File: config.mk
export PLATFORM = sky130hd
export DESIGN_NAME = bch_encoder_seq
export DESIGN_NICKNAME = d
export VERILOG_FILES = /design/src/rtl/bch_encoder_seq_pkg.sv /design/src/rtl/bch_encoder_seq_lfsr_step.sv /design/src/rtl/bch_encoder_seq.sv
export SDC_FILE = /design/constraint.sdc
export NUM_CORES = 2
export LEC_CHECK = 0
export BUFFER_PORTS_ARGS = -buffer_cell sky130_fd_sc_hd__buf_4
export CELL_PAD_IN_SITES_DETAIL_PLACEMENT = 1
export CELL_PAD_IN_SITES_GLOBAL_PLACEMENT = 1
export CORE_AREA = 2 2 409 411
export CTS_CLUSTER_SIZE = 20
export DETAILED_ROUTE_END_ITERATION = 12
export DIE_AREA = 0 0 411 413
export PLACE_DENSITY = 0.56
export SYNTH_ARGS = -nofsm -noshare
export SYNTH_HDL_FRONTEND = slang
export SYNTH_SLANG_ARGS = --single-unit
export TNS_END_PERCENT = 5
File: constraint.sdc
create_clock -name clk -period 9.55 [get_ports clk]
set_clock_uncertainty 0.15 [all_clocks]
set_input_delay 0.4775 -clock clk [delete_from_list [all_inputs] [get_ports clk]]
set_output_delay 0.4775 -clock clk [all_outputs]
set_load 0.01 [all_outputs]
File: src/rtl/bch_encoder_seq_pkg.sv
// Shared constants for the (542,512) t=3 binary BCH code over GF(2^10).
// The generator is derived at elaboration from the field polynomial.
package bch_encoder_seq_pkg;

   localparam int BCH_N = 542;
   localparam int BCH_K = 512;
   localparam int BCH_R = 30;
   localparam int BCH_M = 10;

   // Primitive field polynomial x^10 + x^3 + 1
   localparam logic [BCH_M:0] BCH_PRIM = 11'h409;

   typedef enum logic [1:0] {
      ST_IDLE = 2'd0,
      ST_ENC  = 2'd1,
      ST_DONE = 2'd2
   } state_e;

   function automatic logic [BCH_M-1:0] gf_mul(input logic [BCH_M-1:0] a,
                                               input logic [BCH_M-1:0] b);
      logic [BCH_M-1:0] acc;
      logic [BCH_M-1:0] sh;
      acc = '0;
      sh  = a;
      for (int i = 0; i < BCH_M; i++) begin
         if (b[i]) acc = acc ^ sh;
         sh = {sh[BCH_M-2:0], 1'b0} ^ (sh[BCH_M-1] ? BCH_PRIM[BCH_M-1:0] : '0);
      end
      return acc;
   endfunction

   // g(x) = product of (x + r) over the cyclotomic cosets of alpha^1, alpha^3, alpha^5;
   // conjugates are reached by repeated squaring, so no power table is needed.
   function automatic logic [BCH_R:0] bch_gen_poly();
      logic [BCH_M*(BCH_R+1)-1:0] c;
      logic [BCH_M-1:0]           root;
      logic [BCH_M-1:0]           prev;
      logic [BCH_M-1:0]           cur;
      logic [BCH_R:0]             g;
      c = '0;
      c[0 +: BCH_M] = BCH_M'(1);
      for (int s = 0; s < 3; s++) begin
         root = BCH_M'(1 << (2 * s + 1));
         for (int k = 0; k < BCH_M; k++) begin
            for (int j = BCH_R; j >= 0; j--) begin
               cur  = c[j*BCH_M +: BCH_M];
               prev = '0;
               if (j > 0) prev = c[(j-1)*BCH_M +: BCH_M];
               c[j*BCH_M +: BCH_M] = prev ^ gf_mul(root, cur);
            end
            root = gf_mul(root, root);
         end
      end
      g = '0;
      for (int j = 0; j <= BCH_R; j++) g[j] = c[j*BCH_M];
      return g;
   endfunction

   localparam logic [BCH_R:0] BCH_GEN = bch_gen_poly();

endpackage

File: src/rtl/bch_encoder_seq_lfsr_step.sv
// Combinational CHUNK-bit step of the parity-division LFSR, MSB of data first.
module bch_lfsr_step
   import bch_encoder_seq_pkg::*;
#(
   parameter int CHUNK = 32
) (
   input  logic [BCH_R-1:0] state_i,
   input  logic [CHUNK-1:0] data_i,
   output logic [BCH_R-1:0] state_o
);

   logic [BCH_R-1:0] s;
   logic             fb;

   always_comb begin
      s  = state_i;
      fb = 1'b0;
      for (int i = CHUNK - 1; i >= 0; i--) begin
         fb = s[BCH_R-1] ^ data_i[i];
         s  = {s[BCH_R-2:0], 1'b0} ^ ({BCH_R{fb}} & BCH_GEN[BCH_R-1:0]);
      end
      state_o = s;
   end

endmodule

File: src/rtl/bch_encoder_seq.sv
// Sequential systematic BCH(542,512) encoder: absorbs CHUNK message bits per cycle,
// then presents {message, parity} until the consumer takes it.
module bch_encoder_seq
   import bch_encoder_seq_pkg::*;
#(
   parameter int CHUNK = 32
) (
   input  logic             clk,
   input  logic             rst_n,
   input  logic             in_valid,
   output logic             in_ready,
   input  logic [BCH_K-1:0] in_message,
   output logic             out_valid,
   input  logic             out_ready,
   output logic [BCH_N-1:0] out_codeword
);

   localparam int NCHUNK = BCH_K / CHUNK;
   localparam int CW     = $clog2(NCHUNK);

   state_e           state_q, state_d;
   logic [CW-1:0]    cnt_q, cnt_d;
   logic [BCH_R-1:0] lfsr_q, lfsr_d, lfsr_step;
   logic [BCH_K-1:0] msg_q, msg_d;
   logic [BCH_N-1:0] cw_q, cw_d;
   logic [CHUNK-1:0] chunk_data;
   logic             last_chunk;

   assign chunk_data = msg_q[(BCH_K-1) - int'(cnt_q)*CHUNK -: CHUNK];
   assign last_chunk = (cnt_q == CW'(NCHUNK - 1));

   bch_lfsr_step #(.CHUNK(CHUNK)) u_step (
      .state_i (lfsr_q),
      .data_i  (chunk_data),
      .state_o (lfsr_step)
   );

   always_ff @(posedge clk or negedge rst_n) begin
      if (!rst_n) state_q <= ST_IDLE;
      else        state_q <= state_d;
   end

   always_comb begin
      state_d = state_q;
      case (state_q)
         ST_IDLE: if (in_valid)   state_d = ST_ENC;
         ST_ENC:  if (last_chunk) state_d = ST_DONE;
         ST_DONE: if (out_ready)  state_d = ST_IDLE;
         default:                 state_d = ST_IDLE;
      endcase
   end

   always_comb begin
      in_ready  = (state_q == ST_IDLE);
      out_valid = (state_q == ST_DONE);
   end

   // Codeword register is only written on the final chunk, so a partial result never shows.
   always_comb begin
      msg_d  = msg_q;
      cnt_d  = cnt_q;
      lfsr_d = lfsr_q;
      cw_d   = cw_q;
      if (state_q == ST_IDLE && in_valid) begin
         msg_d  = in_message;
         cnt_d  = '0;
         lfsr_d = '0;
      end else if (state_q == ST_ENC) begin
         lfsr_d = lfsr_step;
         cnt_d  = last_chunk ? cnt_q : cnt_q + CW'(1);
         if (last_chunk) cw_d = {msg_q, lfsr_step};
      end
   end

   always_ff @(posedge clk or negedge rst_n) begin
      if (!rst_n) begin
         msg_q  <= '0;
         cnt_q  <= '0;
         lfsr_q <= '0;
         cw_q   <= '0;
      end else begin
         msg_q  <= msg_d;
         cnt_q  <= cnt_d;
         lfsr_q <= lfsr_d;
         cw_q   <= cw_d;
      end
   end

   assign out_codeword = cw_q;

endmodule

Yosys cells after proc, flatten, opt, wreduce, memory -nomap -nowiden
Index checks and enable logic that the tools add are counted.
{"block": "totals", "reg_bits": 1090, "in_bits": 516, "out_inout_bits": 544, "elab_cells": 95}
{"block": "classes", "n_addsub": 2, "n_eq_ne": 7, "shift": 1, "n_mux": 9, "bitwise_logic": 65, "reduce_logical": 6}
{"operator": "30-bit by 29-bit XOR with 30-bit output", "count": 32}
{"operator": "543-bit by 10-bit variable part select with 32-bit output", "count": 1}
{"operator": "30-bit 2-to-1 mux", "count": 2}
{"operator": "1-bit XOR", "count": 32}
{"operator": "4-bit 2-to-1 mux", "count": 3}
{"operator": "9-bit by 9-bit subtractor with 10-bit output (first input constant)", "count": 1}
{"operator": "2-bit 2-to-1 mux", "count": 3}
{"operator": "2-bit case mux with 3 select lines", "count": 1}
{"operator": "3-bit AND reduction", "count": 2}
{"operator": "4-bit by 1-bit adder with 4-bit output (second input constant)", "count": 1}
{"operator": "4-bit equality test (second input constant)", "count": 1}
{"operator": "2-bit by 1-bit != test with 1-bit output (second input constant)", "count": 2}
{"operator": "2-bit != test (second input constant)", "count": 2}
{"operator": "2-bit by 1-bit equality test with 1-bit output (second input constant)", "count": 1}
{"operator": "2-bit equality test (second input constant)", "count": 1}
{"operator": "2-bit logical NOT", "count": 1}
{"operator": "2-bit AND reduction", "count": 1}
{"operator": "2-bit nonzero test", "count": 1}
{"operator": "1-bit logical AND", "count": 1}
{"operator": "1-bit NOT", "count": 1}

Depth between registers and ports, before layout
{"block": "depth", "depth_word": 68, "ltp_mapped": 23, "mapped_depth_nobuf": 14}

Cells and area by module
Synthesis repeated with hierarchy kept, for this count alone.
{"block": "unflattened", "cells_unflattened": 2899, "area_unflattened_um2": 48345.1}
{"mod": "bch_encoder_seq", "instances": 1, "cells_each": 2661, "area_each_um2": 45290.9, "seq_area_each_um2": 27276.2}
{"mod": "bch_lfsr_step", "instances": 1, "cells_each": 238, "area_each_um2": 3054.2, "seq_area_each_um2": 0.0}

Least setup slack after synthesis
No wires, ideal clock.
{"block": "synth_timing", "kind": "reg2reg", "start": "register cnt_q[1]", "end": "register cw_q[16], in the netlist out_codeword[16]", "setup_ps": 120, "t_arrival_ps": 4856, "required_time_ps": 9280, "slack_ps": 4423, "stages_incl_launch_ff": 19, "n_path_buf": 7, "synth_period_minus_slack_ps": 5127, "path_cell_list": "dfrtp_1 buf_4 buf_6 buf_6 buf_6 buf_2 buf_4 buf_2 mux4_2 mux4_2 xnor2_1 xnor3_1 xor2_1 xnor2_1 xnor3_4 xnor2_4 xor2_1 nand3_1 a41o_1"}
{"block": "synth_via", "elab_chain_len": 49, "elab_cells_between_ends": 65, "cone_classes": "1 x add/sub; 1 x eq/ne; 1 x shift; 61 x bitwise; 1 x reduce/logical"}
{"item": "start: declaration", "line_no": "bch_encoder_seq.sv:22", "source": "logic [CW-1:0] cnt_q, cnt_d;"}
{"item": "start signal: assignment", "line_no": "bch_encoder_seq.sv:83", "source": "cnt_q <= cnt_d;"}
{"item": "9-bit by 9-bit subtractor with 10-bit output", "line_no": "bch_encoder_seq.sv:29", "source": "assign chunk_data = msg_q[(BCH_K-1) - int'(cnt_q)*CHUNK -: CHUNK];"}
{"item": "543-bit by 10-bit variable part select with 32-bit output", "line_no": "bch_encoder_seq.sv:29"}
{"item": "1-bit XOR", "line_no": "bch_encoder_seq_lfsr_step.sv:19", "source": "fb = s[BCH_R-1] ^ data_i[i];"}
{"item": "30-bit by 29-bit XOR with 30-bit output (2 in a row)", "line_no": "bch_encoder_seq_lfsr_step.sv:20", "source": "s = {s[BCH_R-2:0], 1'b0} ^ ({BCH_R{fb}} & BCH_GEN[BCH_R-1:0]);"}
{"item": "1-bit XOR", "line_no": "bch_encoder_seq_lfsr_step.sv:19"}
{"item": "30-bit by 29-bit XOR with 30-bit output (2 in a row)", "line_no": "bch_encoder_seq_lfsr_step.sv:20"}
{"item": "1-bit XOR", "line_no": "bch_encoder_seq_lfsr_step.sv:19"}
{"item": "30-bit by 29-bit XOR with 30-bit output (2 in a row)", "line_no": "bch_encoder_seq_lfsr_step.sv:20"}
{"item": "[... 27 more ...]"}
{"item": "1-bit XOR", "line_no": "bch_encoder_seq_lfsr_step.sv:19"}
{"item": "30-bit by 29-bit XOR with 30-bit output (2 in a row)", "line_no": "bch_encoder_seq_lfsr_step.sv:20"}
{"item": "1-bit XOR", "line_no": "bch_encoder_seq_lfsr_step.sv:19"}
{"item": "30-bit by 29-bit XOR with 30-bit output (2 in a row)", "line_no": "bch_encoder_seq_lfsr_step.sv:20"}
{"item": "1-bit XOR", "line_no": "bch_encoder_seq_lfsr_step.sv:19"}
{"item": "30-bit by 29-bit XOR with 30-bit output (2 in a row)", "line_no": "bch_encoder_seq_lfsr_step.sv:20"}
{"item": "1-bit XOR", "line_no": "bch_encoder_seq_lfsr_step.sv:19"}
{"item": "30-bit by 29-bit XOR with 30-bit output", "line_no": "bch_encoder_seq_lfsr_step.sv:20"}
{"item": "end signal: assignment", "line_no": "bch_encoder_seq.sv:85", "source": "cw_q <= cw_d;"}
{"item": "end: declaration", "line_no": "bch_encoder_seq.sv:25", "source": "logic [BCH_N-1:0] cw_q, cw_d;"}
Several ways; a longest one is shown, not always the timed one.
A chain may end at the register's enable or synchronous reset.

Final worst setup path
{"block": "layout_timing", "start": "register cnt_q[1]", "end": "register cw_q[22], in the netlist out_codeword[22]"}
{"block": "layout_via", "elab_chain_len": 50, "elab_cells_between_ends": 65, "cone_classes": "1 x add/sub; 1 x eq/ne; 1 x shift; 61 x bitwise; 1 x reduce/logical"}
{"item": "9-bit by 9-bit subtractor with 10-bit output", "line_no": "bch_encoder_seq.sv:29"}
{"item": "543-bit by 10-bit variable part select with 32-bit output", "line_no": "bch_encoder_seq.sv:29"}
{"item": "1-bit XOR", "line_no": "bch_encoder_seq_lfsr_step.sv:19"}
{"item": "30-bit by 29-bit XOR with 30-bit output (2 in a row)", "line_no": "bch_encoder_seq_lfsr_step.sv:20"}
{"item": "1-bit XOR", "line_no": "bch_encoder_seq_lfsr_step.sv:19"}
{"item": "30-bit by 29-bit XOR with 30-bit output (2 in a row)", "line_no": "bch_encoder_seq_lfsr_step.sv:20"}
{"item": "1-bit XOR", "line_no": "bch_encoder_seq_lfsr_step.sv:19"}
{"item": "30-bit by 29-bit XOR with 30-bit output (2 in a row)", "line_no": "bch_encoder_seq_lfsr_step.sv:20"}
{"item": "[... 27 more ...]"}
{"item": "1-bit XOR", "line_no": "bch_encoder_seq_lfsr_step.sv:19"}
{"item": "30-bit by 29-bit XOR with 30-bit output (2 in a row)", "line_no": "bch_encoder_seq_lfsr_step.sv:20"}
{"item": "1-bit XOR", "line_no": "bch_encoder_seq_lfsr_step.sv:19"}
{"item": "30-bit by 29-bit XOR with 30-bit output (2 in a row)", "line_no": "bch_encoder_seq_lfsr_step.sv:20"}
{"item": "1-bit XOR", "line_no": "bch_encoder_seq_lfsr_step.sv:19"}
{"item": "30-bit by 29-bit XOR with 30-bit output (2 in a row)", "line_no": "bch_encoder_seq_lfsr_step.sv:20"}
{"item": "1-bit XOR", "line_no": "bch_encoder_seq_lfsr_step.sv:19"}
{"item": "30-bit by 29-bit XOR with 30-bit output (2 in a row)", "line_no": "bch_encoder_seq_lfsr_step.sv:20"}
Several ways; a longest one is shown, not always the timed one.

==> impl_metrics.prom <==
# TYPE chip_impl_metric gauge
chip_impl_metric{name="route.detailed.wl_per_inst",unit="um"} 26.7
chip_impl_metric{name="worst_r2r_path_depth",unit=""} 15
chip_impl_metric{name="hold_viol_final",unit=""} 0
chip_impl_metric{name="synth_sequential_area_ratio",unit="%"} 56.9
chip_impl_metric{name="cts-resized-gates",unit=""} 0
chip_impl_metric{name="cts_buffer_depth",unit=""} 3
chip_impl_metric{name="drt_wl_total",unit="mm"} 239
chip_impl_metric{name="firstDrtPassIters",unit=""} 5
chip_impl_metric{name="post_route_cells_drive_above_1_share",unit="%"} 22.1
chip_impl_metric{name="layout_nets",unit=""} 7160
chip_impl_metric{name="async_reset_ff_share",unit="%"} 100
chip_impl_info{name="critical_path.reg2reg.startpoint",value="cnt_q[1]"} 1
chip_impl_info{name="yosys.area.top_type",value="sky130_fd_sc_hd__dfrtp_1"} 1
chip_impl_metric{name="post-route-min-period",unit="ns"} 6.85
chip_impl_metric{name="dr_total_vias",unit=""} 42500
chip_impl_metric{name="synth.cell_area",unit="um2"} 47900
chip_impl_metric{name="area.growth.synth_to_final",unit="%"} 41.1
chip_impl_metric{name="holdWs",unit="ns"} 0.232
chip_impl_metric{name="initialDrtViolationCount",unit=""} 2909
chip_impl_metric{name="drv_cap",unit=""} 0
chip_impl_metric{name="core_region_area",unit="um2"} 166000
chip_impl_metric{name="fp.dieH",unit="um"} 413
chip_impl_metric{name="routed_via_density",unit=""} 4.74
chip_impl_metric{name="dp_hpwl",unit="mm"} 175
chip_impl_metric{name="timing.setup.tns",unit="ns"} 0
chip_impl_info{name="timing.hold.worst.class",value="in2async"} 1
chip_impl_metric{name="initial_utilization",unit="%"} 28.9
chip_impl_metric{name="synth_edf_count",unit=""} 0
chip_impl_metric{name="slew_headroom",unit="%"} 23.5
chip_impl_metric{name="postSynthAreaPerCell",unit="um2"} 9.25
chip_impl_info{name="grt_setup_unrepaired",value="false"} 1
chip_impl_metric{name="fmax",unit="GHz"} 0.146
chip_impl_metric{name="grt_start_max_net_pins",unit=""} 188
chip_impl_metric{name="cts.repair_timing.setup_buffer_count",unit=""} 0
chip_impl_metric{name="yosys_warnings",unit=""} 0
chip_impl_metric{name="clk_pin_slew",unit="ns"} 0.06
chip_impl_metric{name="worst_pin_slew",unit="ns"} 1.15
chip_impl_metric{name="critPathRequiredTime",unit="ns"} 9.98
chip_impl_metric{name="fp-row-count",unit=""} 150
chip_impl_metric{name="share_of_the_synthesized_area_in_the_top_cell_type",unit="%"} 56.9
chip_impl_metric{name="fillers",unit=""} 19000
chip_impl_metric{name="area_enclosed_by_the_die_boundary",unit="um2"} 170000
chip_impl_metric{name="yosys.cell_types.count",unit=""} 51
chip_impl_metric{name="die_w",unit="um"} 411
chip_impl_metric{name="final.period_utilization",unit="%"} 71.7
chip_impl_metric{name="cts_sinks",unit=""} 1090
chip_impl_info{name="outcome",value="finished, final reports clean"} 1
chip_impl_metric{name="total_congestion_overflow_after_global_routing",unit=""} 0
chip_impl_metric{name="wire_length_of_the_first_global_routing_pass",unit="mm"} 337
chip_impl_info{name="dominantRegCellSynth",value="sky130_fd_sc_hd__dfrtp_1"} 1
chip_impl_info{name="synth_top_cells_by_area",value="sky130_fd_sc_hd__dfrtp_1, sky130_fd_sc_hd__nand2_1, sky130_fd_sc_hd__mux4_2"} 1
chip_impl_info{name="timing.setup.critical_path_class",value="reg2reg"} 1
chip_impl_metric{name="cts_bufs_inserted",unit=""} 135
chip_impl_metric{name="boundaryPins",unit=""} 1060
chip_impl_metric{name="maxSlewViolCount",unit=""} 0
chip_impl_metric{name="grt_util_all_layers",unit="%"} 27.7
chip_impl_metric{name="hold_buffers",unit=""} 514
chip_impl_metric{name="r2r_setup_slack",unit="ns"} 2.70
chip_impl_metric{name="synth.ff_latch_count",unit=""} 1090
chip_impl_metric{name="syn_nets",unit=""} 5696
chip_impl_metric{name="grt_pass1_vias",unit=""} 44800
chip_impl_metric{name="gp_congestion",unit=""} 0.873
chip_impl_info{name="reg2reg_to",value="out_codeword[22]"} 1
chip_impl_metric{name="antenna_left",unit=""} 0
chip_impl_info{name="cts_tree",value="built"} 1
chip_impl_info{name="crit_path_end_kind",value="register"} 1
chip_impl_info{name="final_common_cell",value="sky130_fd_sc_hd__nand2_1"} 1
chip_impl_metric{name="number_of_antenna_violations_at_the_first_check_in_global_routing",unit=""} 25
chip_impl_metric{name="port_buffers",unit=""} 1059
chip_impl_metric{name="htreeDepth",unit=""} 4
chip_impl_info{name="critPathLaunchType",value="register"} 1
chip_impl_metric{name="syn-instance-count",unit=""} 5179
chip_impl_metric{name="timing.critical_path.arrival",unit="ns"} 7.28
chip_impl_metric{name="critical_path_peak_fanout",unit=""} 44
chip_impl_info{name="cts_root_buffer",value="sky130_fd_sc_hd__clkbuf_16"} 1
chip_impl_metric{name="final-setup-viol-count",unit=""} 0
chip_impl_metric{name="drc",unit=""} 0
chip_impl_info{name="final_cell_mix",value="sky130_fd_sc_hd__nand2_1, sky130_fd_sc_hd__buf_4, sky130_fd_sc_hd__dfrtp_1, sky130_fd_sc_hd__dlygate4sd3_1, sky130_fd_sc_hd__clkbuf_16"} 1
chip_impl_metric{name="clk-insertion-delay-late",unit="ns"} 0.76
-- sequential cells by signal, summed over array words and instances, names as in the netlist --
register      flops
state_q           2
out_codeword    542
msg_q           512
lfsr_q           30
cnt_q             4
-- cell families (layout without fill, tap and decap cells) --
logic type	after synthesis	after routing	synth area share, %
AND/OR/NAND/NOR	3202	3202	25.3
flip-flops	1090	1090	56.9
buffers and inverters	293	1859	2.70
XOR/XNOR	248	248	6.37
multiplexers	213	213	6.93
AO/OA/AOI/OAI	132	132	1.73
adder cells (fa/ha/maj)	1	1	0.0261
other	0	13	0
-- synth_stat cells (4+ instances only) --
| cell | n |
|---|---|
| sky130_fd_sc_hd__nor2_1 | 12 |
| sky130_fd_sc_hd__o22ai_1 | 24 |
| sky130_fd_sc_hd__buf_4 | 7 |
| sky130_fd_sc_hd__clkbuf_1 | 242 |
| sky130_fd_sc_hd__xnor2_1 | 132 |
| sky130_fd_sc_hd__a221oi_1 | 27 |
| sky130_fd_sc_hd__o21ai_0 | 51 |
| sky130_fd_sc_hd__buf_2 | 16 |
| sky130_fd_sc_hd__mux2i_1 | 73 |
| sky130_fd_sc_hd__nand2_1 | 3124 |
| sky130_fd_sc_hd__a211oi_1 | 4 |
| sky130_fd_sc_hd__buf_1 | 8 |
| sky130_fd_sc_hd__nor2b_1 | 10 |
| sky130_fd_sc_hd__mux4_2 | 88 |
| sky130_fd_sc_hd__xnor3_2 | 4 |
| sky130_fd_sc_hd__mux2_1 | 16 |
| sky130_fd_sc_hd__nand3_1 | 34 |
| sky130_fd_sc_hd__dfrtp_1 | 1090 |
| sky130_fd_sc_hd__xnor2_4 | 6 |
| sky130_fd_sc_hd__mux2_2 | 34 |
| sky130_fd_sc_hd__o21ai_1 | 9 |
| sky130_fd_sc_hd__nand2b_1 | 12 |
| sky130_fd_sc_hd__xor2_1 | 48 |
| sky130_fd_sc_hd__buf_6 | 13 |
| sky130_fd_sc_hd__xnor2_2 | 17 |
| sky130_fd_sc_hd__a21oi_1 | 6 |
| sky130_fd_sc_hd__xnor3_1 | 29 |
-- layout make-up --
| class | instances | area [um2] | area share (%) |
|---|---|---|---|
| Sequential cell | 1090 | 27300 | 40.3 |
| Multi-Input combinational cell | 3796 | 19400 | 28.7 |
| Timing Repair Buffer | 1617 | 13600 | 20.2 |
| Clock buffer | 193 | 3930 | 5.81 |
| Tap cell | 2204 | 2760 | 4.08 |
| Clock inverter | 46 | 599 | 0.886 |
| Antenna cell | 13 | 32.5 | 0.0481 |
| Inverter | 3 | 11.3 | 0.0166 |
-- critical path, cell delays in order, from the launching register on --
cell,delay (ns)
sky130_fd_sc_hd__dfrtp_4,0.95
sky130_fd_sc_hd__buf_4,0.53
sky130_fd_sc_hd__mux2_1,0.38
sky130_fd_sc_hd__o22ai_1,0.17
sky130_fd_sc_hd__a221oi_1,0.09
sky130_fd_sc_hd__mux2i_1,0.26
sky130_fd_sc_hd__xnor2_2,0.26
sky130_fd_sc_hd__xnor2_1,0.69
sky130_fd_sc_hd__xnor3_1,0.61
sky130_fd_sc_hd__xnor3_2,0.59
sky130_fd_sc_hd__xnor3_1,0.52
sky130_fd_sc_hd__xnor2_2,0.25
sky130_fd_sc_hd__xor3_2,0.55
sky130_fd_sc_hd__xnor2_2,0.32
sky130_fd_sc_hd__xnor2_1,0.20
sky130_fd_sc_hd__o21ai_1,0.08
-- metal layers --
layer,GRT usage [%],vias up,part of all wire (%)
met4,11.3,6,4.6
li1,-,19200,-
met2,46.8,1118,49
met1,35.1,21800,42
met3,4.74,351,4.5
met5,0,-,0.017
-- worst max path at each step --
stage               slack (ns)  cells after the start  startpoint          endpoint
finish                    2.70                     15    cnt_q[1]  out_codeword[22]
global route              2.38                     15    cnt_q[1]  out_codeword[22]
CTS                       2.63                     15    cnt_q[1]  out_codeword[22]
detailed placement        2.66                     15    cnt_q[1]  out_codeword[22]
global placement          2.71                     15    cnt_q[1]  out_codeword[22]
floorplan                 4.42                     18    cnt_q[1]  out_codeword[16]
-- metrics by stage --
stage	utilization (%)	worst slack (ns)	cells	cell area (um2)
after global routing	40.8	2.38	8958	67600
final	40.8	2.70	8962	67600
after CTS	40.8	2.63	8949	67600
after floorplan	-	4.42	5179	47900
after detailed placement	34.9	2.66	8196	57900
after global placement	34.9	2.71	8196	57900
Power is left out: the tool's default activity adds up to more than one toggle a clock period on the data nets, which glitch-free logic cannot reach.
